### config.mk
export PLATFORM = sky130hd
export DESIGN_NAME = led_pwm_driver
export DESIGN_NICKNAME = d
export VERILOG_FILES = /design/src/rtl/led_pwm_driver.sv
export SDC_FILE = /design/constraint.sdc
export NUM_CORES = 1
export LEC_CHECK = 0
export BUFFER_PORTS_ARGS = -buffer_cell sky130_fd_sc_hd__buf_2
export CORE_AREA = 2 2 109 111
export DETAILED_ROUTE_END_ITERATION = 8
export DIE_AREA = 0 0 111 113
export SLEW_MARGIN = 20
export SYNTH_ARGS = -nofsm -noshare
export SYNTH_HDL_FRONTEND = slang
export SYNTH_SLANG_ARGS = --single-unit
### constraint.sdc
create_clock -name clk -period 6 [get_ports clk]
set_clock_uncertainty 0.05 [all_clocks]
set_input_delay 1.5 -clock clk [delete_from_list [all_inputs] [get_ports clk]]
set_output_delay 1.5 -clock clk [all_outputs]
set_load 0.02 [all_outputs]
### src/rtl/led_pwm_driver.sv
// led_pwm_driver
//   Turns the CPU's 32-bit output port into eight PWM-driven LEDs. Each 4-bit
//   field of level_in is a brightness level 0..LMAX. A PWM period is LMAX steps
//   of PRESCALE clocks each. Levels are captured only at period boundaries, so
//   a waveform is never cut short or stretched mid-period.
//
//   Build option: define LED_PWM_DRIVER_FADE_EN to make each channel walk one
//   level per period toward its target instead of jumping straight to it.
//
// Ports
//   clk           system clock, rising edge
//   reset_n       asynchronous active-low reset
//   enable        1 = run PWM; 0 = LEDs dark, prescaler and phase held at 0
//   level_in      CHANNELS x WIDTH_LEVEL target levels, channel i at [i*W +: W]
//   led           registered PWM outputs, one per channel
//   period_start  registered one-clock pulse after each period boundary
module led_pwm_driver #(
  parameter int CHANNELS    = 8,
  parameter int WIDTH_LEVEL = 4,
  parameter int PRESCALE    = 256
) (
  input  logic                            clk,
  input  logic                            reset_n,
  input  logic                            enable,
  input  logic [CHANNELS*WIDTH_LEVEL-1:0] level_in,
  output logic [CHANNELS-1:0]             led,
  output logic                            period_start
);

  localparam int LMAX = (1 << WIDTH_LEVEL) - 1;
  localparam int PW   = (PRESCALE > 1) ? $clog2(PRESCALE) : 1;

  localparam logic [PW-1:0]          PRESCALE_LAST = PW'(PRESCALE - 1);
  localparam logic [WIDTH_LEVEL-1:0] PHASE_LAST    = WIDTH_LEVEL'(LMAX - 1);

  logic [PW-1:0]          prescale_cnt;
  logic [WIDTH_LEVEL-1:0] phase;
  logic [WIDTH_LEVEL-1:0] active [CHANNELS];
  logic [WIDTH_LEVEL-1:0] target [CHANNELS];
  logic                   tick;
  logic                   boundary;

  genvar g;
  generate
    for (g = 0; g < CHANNELS; g++) begin : g_target
      assign target[g] = level_in[g*WIDTH_LEVEL +: WIDTH_LEVEL];
    end
  endgenerate

  assign tick     = enable && (prescale_cnt == PRESCALE_LAST);
  assign boundary = tick && (phase == PHASE_LAST);

  always_ff @(posedge clk or negedge reset_n) begin
    if (!reset_n) begin
      prescale_cnt <= '0;
    end else if (!enable || tick) begin
      prescale_cnt <= '0;
    end else begin
      prescale_cnt <= prescale_cnt + 1'b1;
    end
  end

  // phase stops at LMAX-1: a level of LMAX is then always above phase
  // (always on) and level 0 never is (always off).
  always_ff @(posedge clk or negedge reset_n) begin
    if (!reset_n) begin
      phase <= '0;
    end else if (!enable || boundary) begin
      phase <= '0;
    end else if (tick) begin
      phase <= phase + 1'b1;
    end
  end

  // Levels are sampled only on the boundary clock, including a level_in
  // change that lands in that very cycle.
  always_ff @(posedge clk or negedge reset_n) begin
    if (!reset_n) begin
      for (int i = 0; i < CHANNELS; i++) begin
        active[i] <= '0;
      end
    end else if (boundary) begin
      for (int i = 0; i < CHANNELS; i++) begin
`ifdef LED_PWM_DRIVER_FADE_EN
        // Only step when unequal, so active never leaves 0..LMAX.
        if (target[i] > active[i]) begin
          active[i] <= active[i] + 1'b1;
        end else if (target[i] < active[i]) begin
          active[i] <= active[i] - 1'b1;
        end
`else
        active[i] <= target[i];
`endif
      end
    end
  end

  // One register stage behind phase/active: the clock after a boundary still
  // shows the last step of the previous period.
  always_ff @(posedge clk or negedge reset_n) begin
    if (!reset_n) begin
      led          <= '0;
      period_start <= 1'b0;
    end else begin
      for (int i = 0; i < CHANNELS; i++) begin
        led[i] <= enable && (active[i] > phase);
      end
      period_start <= boundary;
    end
  end

endmodule

After elaboration in Yosys (flattened, before gate mapping)
Index checks and enable logic that the tools add are counted.
Word-level totals
  word-level logic and storage cells: 41
  output and inout port bits: 9
  input port bits: 35
  register bits: 53
Operators by class
  reduce and logical (&&, ||, !) cells: 14
  add/subtract/negate cells: 2
  equal/unequal tests: 2
  muxes and demuxes: 3
  magnitude comparators: 8
Operators by type and width (number)
  $gt A4 B4 Y1: 8
  $logic_and A1 B1 Y1: 10
  $add A8 B1 Y8 const B: 1
  $eq A8 B8 Y1 const B: 1
  $mux W4: 2
  $mux W8: 1
  $add A4 B1 Y4 const B: 1
  $eq A4 B4 Y1 const B: 1
  $logic_or A1 B1 Y1: 2
  $reduce_bool A2 Y1: 1
  $logic_not A1 Y1: 1

Logic depth before layout (Yosys ltp)
Gate-level depths: netlist of the first run.
  depth in word-level cells: 5
  gate-level depth with buffers: 6
  depth with buffers taken out: 5

Least setup slack after synthesis of the first run
No wires, ideal clock.
  path kind: input to register
  start point: input port enable
  end point: register active[0] (netlist bit)
  stages: 5
  buffers on the path: 2
  path slack: 3208 ps
  library setup time: 125 ps
  arrival time: 2618 ps
  cells stage by stage: clkbuf_2 > nand4_2 > nor3_4 > buf_6 > mux2_2
Between the ends
  cells in the longest elaborated chain, start to end: 2
Ends and longest elaborated chain
  start, declared: RTL line 24  | input logic enable,
  $logic_and A1 B1 Y1: RTL line 50  | assign tick = enable && (prescale_cnt == PRESCALE_LAST);
  $logic_and A1 B1 Y1: RTL line 51  | assign boundary = tick && (phase == PHASE_LAST);
  end signal, assigned by index: RTL line 92  | active[i] <= target[i];
  end, declared: RTL line 38  | logic [WIDTH_LEVEL-1:0] active [CHANNELS];
No other way between the ends.
A chain may end at the register's enable or synchronous reset.

Worst setup path after layout of the first run
  start point: input port enable
  end point: register active[16] (netlist bit)
The elaborated chain is that of the path after synthesis.

==> flow_summary_export.csv, run 1 <==
group,metric,value,unit
place,pre_cts_slack,2800,ps
synth,synth_warnings,0,
global_route,gr-total-overflow,0,
setup_path,path_class,"in2reg",
final_layout,area_growth,19.2,%
clocking,ctsResizeCount,0,
timing,slew_viol_final,0,
timing,grt_setup_unrepaired,"false",
detailed_routing,routed_wl,5.76,mm
global_route,grt_pass1_vias,1958,
synth,synth.avg_cell_area,11.9,um2
clocking,root_buffer,"clkbuf_16",
floorplanning,initial_core_util,0.248,
detailed_routing,viasPerCell,4.51,
pwr,seqPwrFrac,0.502,
synth,syn_nets,304,
outcome,outcome,"complete, no violations",
timing,worst_pin_slew,671,ps
synth,synth_edf_count,0,
floorplanning,fp.coreArea,0.0113,mm2
final_layout,final_nets,350,
place,gp_congestion,0.723,
setup_path,worst-path-max-fanout,33,
min_path,min_from,"active[15]",
synth,synthArstFlopShare,1.00,
timing,setup_ws,3110,ps
synth,yosys.area_share.simple,0.0828,
timing,max_freq,346,MHz
setup_path,worstPathArrival,3020,ps
setup_path,required,6130,ps
setup_path,reg2reg_slack,3780,ps
global_route,grt.total_usage,0.0946,
detailed_routing,route.detailed.drc,0,
clocking,post_cts_buffers,0,
clocking,cts_max_level,2,
setup_path,start_kind,"primary input",
detailed_routing,vias,1913,
synth,synthAdderAreaFrac,0.157,
final_layout,antenna_cells,0,
timing,finalSetupViolCount,0,
setup_path,crit_start,"enable",
detailed_routing,wl_per_cell,13.6,um
setup_path,timing.rr.start,"phase[0]",
floorplanning,die_h,113,um
synth,synth_top_family_by_area,"adder cells",
clocking,cts_hold_buf,0,
pwr,power_density,216,mW/mm2
final_layout,drive_above_1_share,0.320,
synth,synthFlopType,"dfrtp_1",
place,io_buffers,43,
detailed_routing,ant_nets,0,
pwr,clockPowerShare,0.461,
pwr,peakVddDrop,92.6,uV
synth,synth.area.mux_share,0.129,
min_path,holdCritPathClass,"reg2reg",
pwr,p_leak,1.74,nW
timing,layout_min_cycle_time,2890,ps
synth,synth-compound-area-share,0.0958,
synth,syn_inst,234,
clocking,cts_tree,"built",
place,dpl.hpwl,4.23,mm
clocking,path_clk_slew,70,ps
global_route,grt_pass1_wl,9.51,mm
global_route,grt_max_degree,54,
floorplanning,rows,39,
timing,hold_viol,0,
floorplanning,io_pins,44,
floorplanning,die_w,111,um
pwr,power.net_switching,141,uW
pwr,switching_share,0.196,
clocking,cts_buffers,5,
synth,synth_seq_area_share,0.475,
run,maxCapViolations,0,
global_route,antenna_found_initial,0,
synth,synth-xor-area-share,0.00940,
clocking,numClockSinks,53,
synth,synth_seq_cells,53,
setup_path,end_kind,"register",
floorplanning,die_area,0.0125,mm2
pwr,p_comb_frac,0.036,
pwr,internal-power,578,uW
timing,slew_headroom,0.553,
detailed_routing,first_iter_violations,71,
detailed_routing,dr.pass1.iters,4,
synth,ys_types,32,
synth,synth_area,0.00279,mm2
timing,period_share,0.481,
timing,final.setup.tns,0,ps
clocking,clockBufferDepth,2,
clocking,clk_latency,290,ps
[power by group through the flow]
| stage | sequential (mW) | combinational (mW) | clock, mW |
|---|---|---|---|
| 5_1_grt | 0.361 | 0.0305 | 0.355 |
| 4_1_cts | 0.361 | 0.0275 | 0.340 |
| 3_3_place_gp | 0.368 | 0.0271 | 0 |
| 6_report | 0.361 | 0.0261 | 0.331 |
| 3_5_place_dp | 0.368 | 0.0275 | 0 |
| 2_1_floorplan | 0.367 | 0.00591 | 0 |
[worst max-delay path: stages]
cell     delay [ps]
buf_2           300
nand4_2         200
nor3_4          200
buf_4           410
mux2_2          390
[synth_stat cells (3+ instances only)]
cell	number	area, um2
nand3_1	9	45.0
buf_6	3	33.8
nand2_1	7	26.3
a21oi_1	18	90.1
o221a_2	5	56.3
dfrtp_1	53	1330
o211ai_1	3	22.5
ha_1	35	438
mux2_2	28	315
inv_1	26	97.6
nor2b_1	3	18.8
mux2_1	4	45.0
o21ai_0	4	20.0
or4_1	3	22.5
nor2_1	4	15.0
o22ai_1	6	37.5
nand4_1	3	18.8
[logic make-up after synthesis]
group / after synthesis
simple gates: 38
mux: 32
xor+xnor: 3
fa+ha+maj: 35
buf+inv: 32
flops: 53
compound gates: 41
[final cells by class]
class	instances	area, um2
clock buffers	7	143
clock inverters	1	30.0
fillers	1150	7940
inverters	26	97.6
multi-input cells	149	1320
flip-flops and latches	53	1330
well taps	143	179
repair buffers	45	230
[flip-flops by register name, indices dropped and copies added (netlist names)]
signal        cells
active           32
led               8
prescale_cnt      8
phase             4
period_start      1
[layer usage]
metal | vias up | GRT usage | part of all wire
met5 | - | 0 | 0
met4 | 0 | 0.0300 | 0.012
met3 | 7 | 0.0214 | 0.034
met2 | 37 | 0.156 | 0.48
met1 | 935 | 0.124 | 0.47
li1 | 934 | - | -
[layout by cell type (no fill, tap or decap), types with 2 or more instances in the layout]
| cell | n |
|---|---|
| nand3_1 | 9 |
| o22ai_1 | 6 |
| dfrtp_1 | 53 |
| o211ai_1 | 3 |
| nor2b_1 | 3 |
| nor2_1 | 4 |
| nand2_1 | 7 |
| nand4_1 | 3 |
| nand4_2 | 2 |
| inv_1 | 26 |
| buf_4 | 2 |
| o21ai_0 | 4 |
| mux2_1 | 4 |
| clkbuf_16 | 5 |
| or4_1 | 3 |
| o31ai_1 | 2 |
| buf_2 | 43 |
| ha_1 | 35 |
| a21oi_1 | 18 |
| mux2_2 | 28 |
| or3_1 | 2 |
| xor2_1 | 2 |
| o221a_2 | 5 |
[per-stage QoR]
stage	total power, mW	cells	cell area [um2]	hold WS, ps	util
after CTS	0.729	424	3330	452	0.295
after global placement	0.395	416	3160	430	0.280
after global routing	0.747	424	3330	470	0.295
final	0.718	424	3330	450	0.295
after floorplan	0.373	234	2790	412	-
after detailed placement	0.395	416	3160	436	0.280
[final timing paths]
check                               end  cells past startpoint
setup / recovery             active[16]                      5
hold / removal               active[15]                      1
setup reg to reg             active[16]                      6
hold reg to reg              active[15]                      1
max in group asynchronous    active[11]                      2
min in group asynchronous  period_start                      2
Power figures use the tool's default switching activity.
==> inputs of run 2 (changes only) <==
- clock period: 6 -> 2.4 ns (I/O delays scaled with it)
==> flow_summary_export.csv, run 2 (synthesis results as in run 1) <==
group,metric,value,unit
outcome,outcome,"complete, no violations",
clocking,post_cts_buffers,0,
detailed_routing,wl_per_cell,13.5,um
timing,slew_viol_final,0,
global_route,top_usage_layer,"met2",
final_layout,reg.largest.list,"active: 32 flops, led: 8 flops, prescale_cnt: 8 flops",
final_layout,final_cell_mix,"53 x dfrtp_1, 43 x buf_2, 35 x ha_1",
final_layout,final_common_cell,"dfrtp_1",
timing,grt_setup_unrepaired,"false",
setup_path,end_kind,"register",
pwr,power_density,507,mW/mm2
place,dpl.hpwl,4.19,mm
global_route,grt_pass1_wl,9.93,mm
detailed_routing,ant_nets,0,
floorplanning,io_pins,44,
timing,max_freq,499,MHz
clocking,clockBufferDepth,2,
detailed_routing,dr.pass1.iters,4,
final_layout,drive_above_1_share,0.331,
setup_path,worstPathArrival,2130,ps
setup_path,required,2520,ps
final_layout,n_fill_cell,1137,
timing,worst_pin_slew,559,ps
setup_path,reg2reg_depth,5,
final_layout,final_nets,353,
detailed_routing,route.detailed.drc,0,
clocking,cts_max_level,2,
min_path,holdCritPathClass,"in2async",
floorplanning,die_h,113,um
floorplanning,die_area,0.0125,mm2
final_layout,area_growth,19.5,%
floorplanning,die_w,111,um
clocking,cts_hold_buf,0,
clocking,path_clk_slew,70,ps
setup_path,reg2reg_slack,400,ps
final_layout,largest_reg_flops,32,
pwr,power.net_switching,377,uW
detailed_routing,first_iter_violations,70,
pwr,peakVddDrop,291,uV
place,placed_cell_area,0.00319,mm2
timing,period_share,0.835,
pwr,power.total,1.69,mW
clocking,cts_buffers,5,
pwr,switching_share,0.223,
timing,holdWs,244,ps
clocking,numClockSinks,53,
final_layout,antenna_cells,0,
floorplanning,fp.coreArea,0.0113,mm2
pwr,p_comb_frac,0.041,
floorplanning,initial_core_util,0.248,
setup_path,path_class,"reg2reg",
place,io_buffers,43,
global_route,antenna_found_initial,0,
timing,hold_viol,0,
pwr,clockPowerShare,0.426,
detailed_routing,routed_wl,5.78,mm
pwr,seqPwrFrac,0.533,
global_route,grt_max_degree,31,
setup_path,timing.rr.start,"prescale_cnt[0]",
clocking,cts_tree,"built",
timing,final.setup.tns,0,ps
timing,layout_min_cycle_time,2000,ps
pwr,internal-power,1.32,mW
detailed_routing,vias,1961,
timing,finalSetupViolCount,0,
global_route,gr-usage-met2,0.169,
setup_path,crit_start,"prescale_cnt[0]",
detailed_routing,viasPerCell,4.59,
global_route,grtUsageMet3,0.0187,
final_layout,design_area,0.00334,mm2
clocking,ctsResizeCount,0,
global_route,grt.met1_usage,0.125,
place,gp_congestion,0.742,
setup_path,start_kind,"register",
setup_path,r2r_end,"active[11]",
global_route,gr-total-overflow,0,
pwr,p_leak,1.74,nW
global_route,grt_pass1_vias,2022,
timing,slew_headroom,0.628,
floorplanning,rows,39,
final_layout,top_register,"active",
global_route,grt.total_usage,0.0976,
clocking,root_buffer,"clkbuf_16",
clocking,clk_latency,290,ps
setup_path,crit_end,"active[11]",
setup_path,worst-path-max-fanout,19,
run,maxCapViolations,0,
run 2: cell count changes in the layout (fill, tap and decap cells not counted), sizes merged:
cell | before | now
clkinv | 0 | 1
clkinvlp | 0 | 1
inv | 26 | 27
clkbuf | 7 | 5
buf | 45 | 48
bufinv | 1 | 0
run 2: worst min-delay path by stage:
stage | slack (ps) | to | cells after the start | from
floorplan | 250 | active[0] | 0 | reset_n
global placement | 430 | active[15] | 1 | active[15]
detailed placement | 430 | active[19] | 1 | active[19]
CTS | 260 | active[24] | 1 | reset_n
global route | 290 | active[24] | 1 | reset_n
finish | 240 | active[24] | 1 | reset_n
run 2: power groups by stage:
| stage | registers (mW) | logic, mW | clock network, mW |
|---|---|---|---|
| 6_report | 0.902 | 0.0692 | 0.721 |
| 5_1_grt | 0.902 | 0.0798 | 0.769 |
| 4_1_cts | 0.902 | 0.0722 | 0.746 |
| 3_5_place_dp | 0.919 | 0.0718 | 0 |
| 3_3_place_gp | 0.918 | 0.0709 | 0 |
| 2_1_floorplan | 0.918 | 0.0148 | 0 |
run 2: layout make-up:
| cell class | instances | area (um2) | share of cell area |
|---|---|---|---|
| Multi-Input combinational cell | 149 | 1320 | 0.397 |
| Sequential cell | 53 | 1330 | 0.397 |
| Clock inverter | 3 | 21.3 | 0.00637 |
| Inverter | 26 | 97.6 | 0.0292 |
| Clock buffer | 5 | 125 | 0.0375 |
| Timing Repair Buffer | 48 | 265 | 0.0795 |
| Tap cell | 143 | 179 | 0.0536 |
run 2: critical path, cell delays in order (launching register included):
cell and delay (ps):
dfrtp_1 420, ha_1 290, nand3_2 230, nor3_4 230, buf_4 290, mux2_2 370
run 2: stage by stage:
stage / worst slack, ps / cells / utilization
2_1_floorplan: 508 / 234 / -
3_3_place_gp: 479 / 419 / 0.283
3_5_place_dp: 416 / 419 / 0.283
4_1_cts: 385 / 427 / 0.296
5_1_grt: 267 / 427 / 0.296
6_report: 396 / 427 / 0.296
run 2: routing by layer:
layer | up-vias | share of wire
met2 | 38 | 0.49
met3 | 8 | 0.028
met1 | 967 | 0.47
met5 | - | 0
li1 | 948 | -
met4 | 0 | 0.013
==> inputs of run 3 (changes only) <==
- clock period: 2.4 -> 1.75 ns (I/O delays scaled with it)
==> flow_summary_export.csv, run 3 (synthesis results as in run 1) <==
group,metric,value,unit
setup_path,crit_start,"phase[0]",
floorplanning,die_w,111,um
floorplanning,initial_core_util,0.248,
global_route,gr-total-overflow,0,
clocking,cts_tree,"built",
final_layout,drive_above_1_share,0.425,
clocking,cts_max_level,2,
final_layout,final_common_cell,"dfrtp_1",
setup_path,start_kind,"register",
floorplanning,fp.coreArea,0.0113,mm2
detailed_routing,viasPerCell,4.54,
setup_path,reg2reg_slack,10,ps
timing,period_share,0.994,
pwr,clockPowerShare,0.457,
timing,final.setup.tns,0,ps
timing,grt_setup_unrepaired,"true",
final_layout,stdcell_count,449,
detailed_routing,vias,2039,
pwr,power.total,2.48,mW
final_layout,area_growth,35.3,%
clocking,clk_latency,290,ps
final_layout,reg.largest.list,"active: 32 flops, led: 8 flops, prescale_cnt: 8 flops",
place,dpl.hpwl,4.49,mm
floorplanning,rows,39,
setup_path,worst-path-max-fanout,7,
detailed_routing,first_iter_violations,122,
global_route,grt.total_usage,0.101,
final_layout,post-route-util,0.335,
pwr,p_comb_frac,0.047,
final_layout,final_cell_mix,"51 x dfrtp_1, 43 x buf_2, 31 x ha_1",
pwr,power.net_switching,524,uW
setup_path,timing.rr.start,"phase[0]",
run,maxCapViolations,0,
floorplanning,die_area,0.0125,mm2
place,io_buffers,43,
final_layout,largest_reg_flops,32,
timing,slew_headroom,0.803,
global_route,antenna_found_initial,0,
timing,max_freq,575,MHz
pwr,p_leak,1.91,nW
detailed_routing,ant_nets,0,
final_layout,antenna_cells,0,
final_layout,design_area,0.00378,mm2
outcome,outcome,"complete, no violations",
pwr,seqPwrFrac,0.497,
final_layout,top_register,"active",
timing,slew_viol_final,0,
clocking,root_buffer,"clkbuf_16",
pwr,switching_share,0.211,
detailed_routing,route.detailed.drc,0,
timing,worst_pin_slew,295,ps
pwr,peakVddDrop,472,uV
place,gp_congestion,0.748,
clocking,clockBufferDepth,2,
detailed_routing,wl_per_cell,14.8,um
global_route,grt_max_degree,54,
clocking,numClockSinks,53,
global_route,grt_pass1_wl,10.3,mm
global_route,grt_pass1_vias,2087,
pwr,internal-power,1.96,mW
setup_path,end_kind,"register",
timing,setup_ws,11.4,ps
min_path,holdCritPathClass,"in2async",
floorplanning,die_h,113,um
setup_path,reg2reg_depth,7,
place,pre_cts_slack,65.2,ps
setup_path,r2r_end,"active[30]",
timing,finalSetupViolCount,0,
setup_path,worstPathArrival,1860,ps
clocking,cts_buffers,5,
detailed_routing,routed_wl,6.62,mm
setup_path,crit_end,"active[30]",
timing,holdWs,86.6,ps
place,placed_cell_area,0.00333,mm2
pwr,power_density,657,mW/mm2
setup_path,path_class,"reg2reg",
final_layout,final_nets,375,
floorplanning,io_pins,44,
timing,layout_min_cycle_time,1740,ps
clocking,path_clk_slew,70,ps
place,dp.cells,431,
setup_path,required,1870,ps
timing,hold_viol,0,
detailed_routing,dr.pass1.iters,4,
## run 3: changes by cell type in the layout (fill, tap and decap cells not counted), sizes merged
| cell | before | now |
|---|---|---|
| clkinvlp | 1 | 2 |
| inv | 27 | 25 |
| clkbuf | 5 | 7 |
| bufinv | 0 | 1 |
| buf | 48 | 68 |
## run 3: routing by layer
metal / GRT usage / share of wire / vias to the layer above
met4: 0.0267 / 0.0097 / 0
met3: 0.0182 / 0.022 / 7
met2: 0.164 / 0.48 / 35
li1: - / - / 990
met1: 0.141 / 0.49 / 1007
met5: 0 / 0 / -
## run 3: layout make-up
cell class | instances | area [um2]
fill | 1121 | 7490
multi-input combinational | 149 | 1500
sequential | 53 | 1330
timing repair buffer | 70 | 502
tap | 143 | 179
clock buffer | 5 | 125
inverter | 26 | 105
clock inverter | 3 | 43.8
## run 3: timing repair
| item | 4_1_cts | 5_1_grt |
|---|---|---|
| endpoints found under the hold margin | 0 | 0 |
| setup buffers | 0 | 7 |
| setup endpoints to repair | 0 | 37 |
| hold buffers | 0 | 0 |
| resized for setup | 0 | 37 |
## run 3: how the worst min path moves through the flow
stage	from	to	slack [ps]	cells past startpoint
floorplan	reset_n	active[0]	90	0
global placement	reset_n	prescale_cnt[4]	420	2
detailed placement	reset_n	prescale_cnt[4]	410	2
CTS	reset_n	phase[1]	110	2
global route	reset_n	prescale_cnt[4]	120	2
finish	reset_n	prescale_cnt[2]	90	2
## run 3: power groups by stage
stage	logic [mW]	clock network (mW)	registers (mW)
6_report	0.116	1.13	1.23
5_1_grt	0.131	1.21	1.23
4_1_cts	0.112	1.16	1.23
3_5_place_dp	0.111	0	1.26
3_3_place_gp	0.111	0	1.26
2_1_floorplan	0.0216	0	1.26
## run 3: worst max-delay path, stage by stage, from the launching register on
cell       delay, ps
dfrtp_2          410
inv_2             70
ha_4             140
nand4_4           90
nor3_4           240
buf_12           160
clkbuf_16        160
mux2_4           290
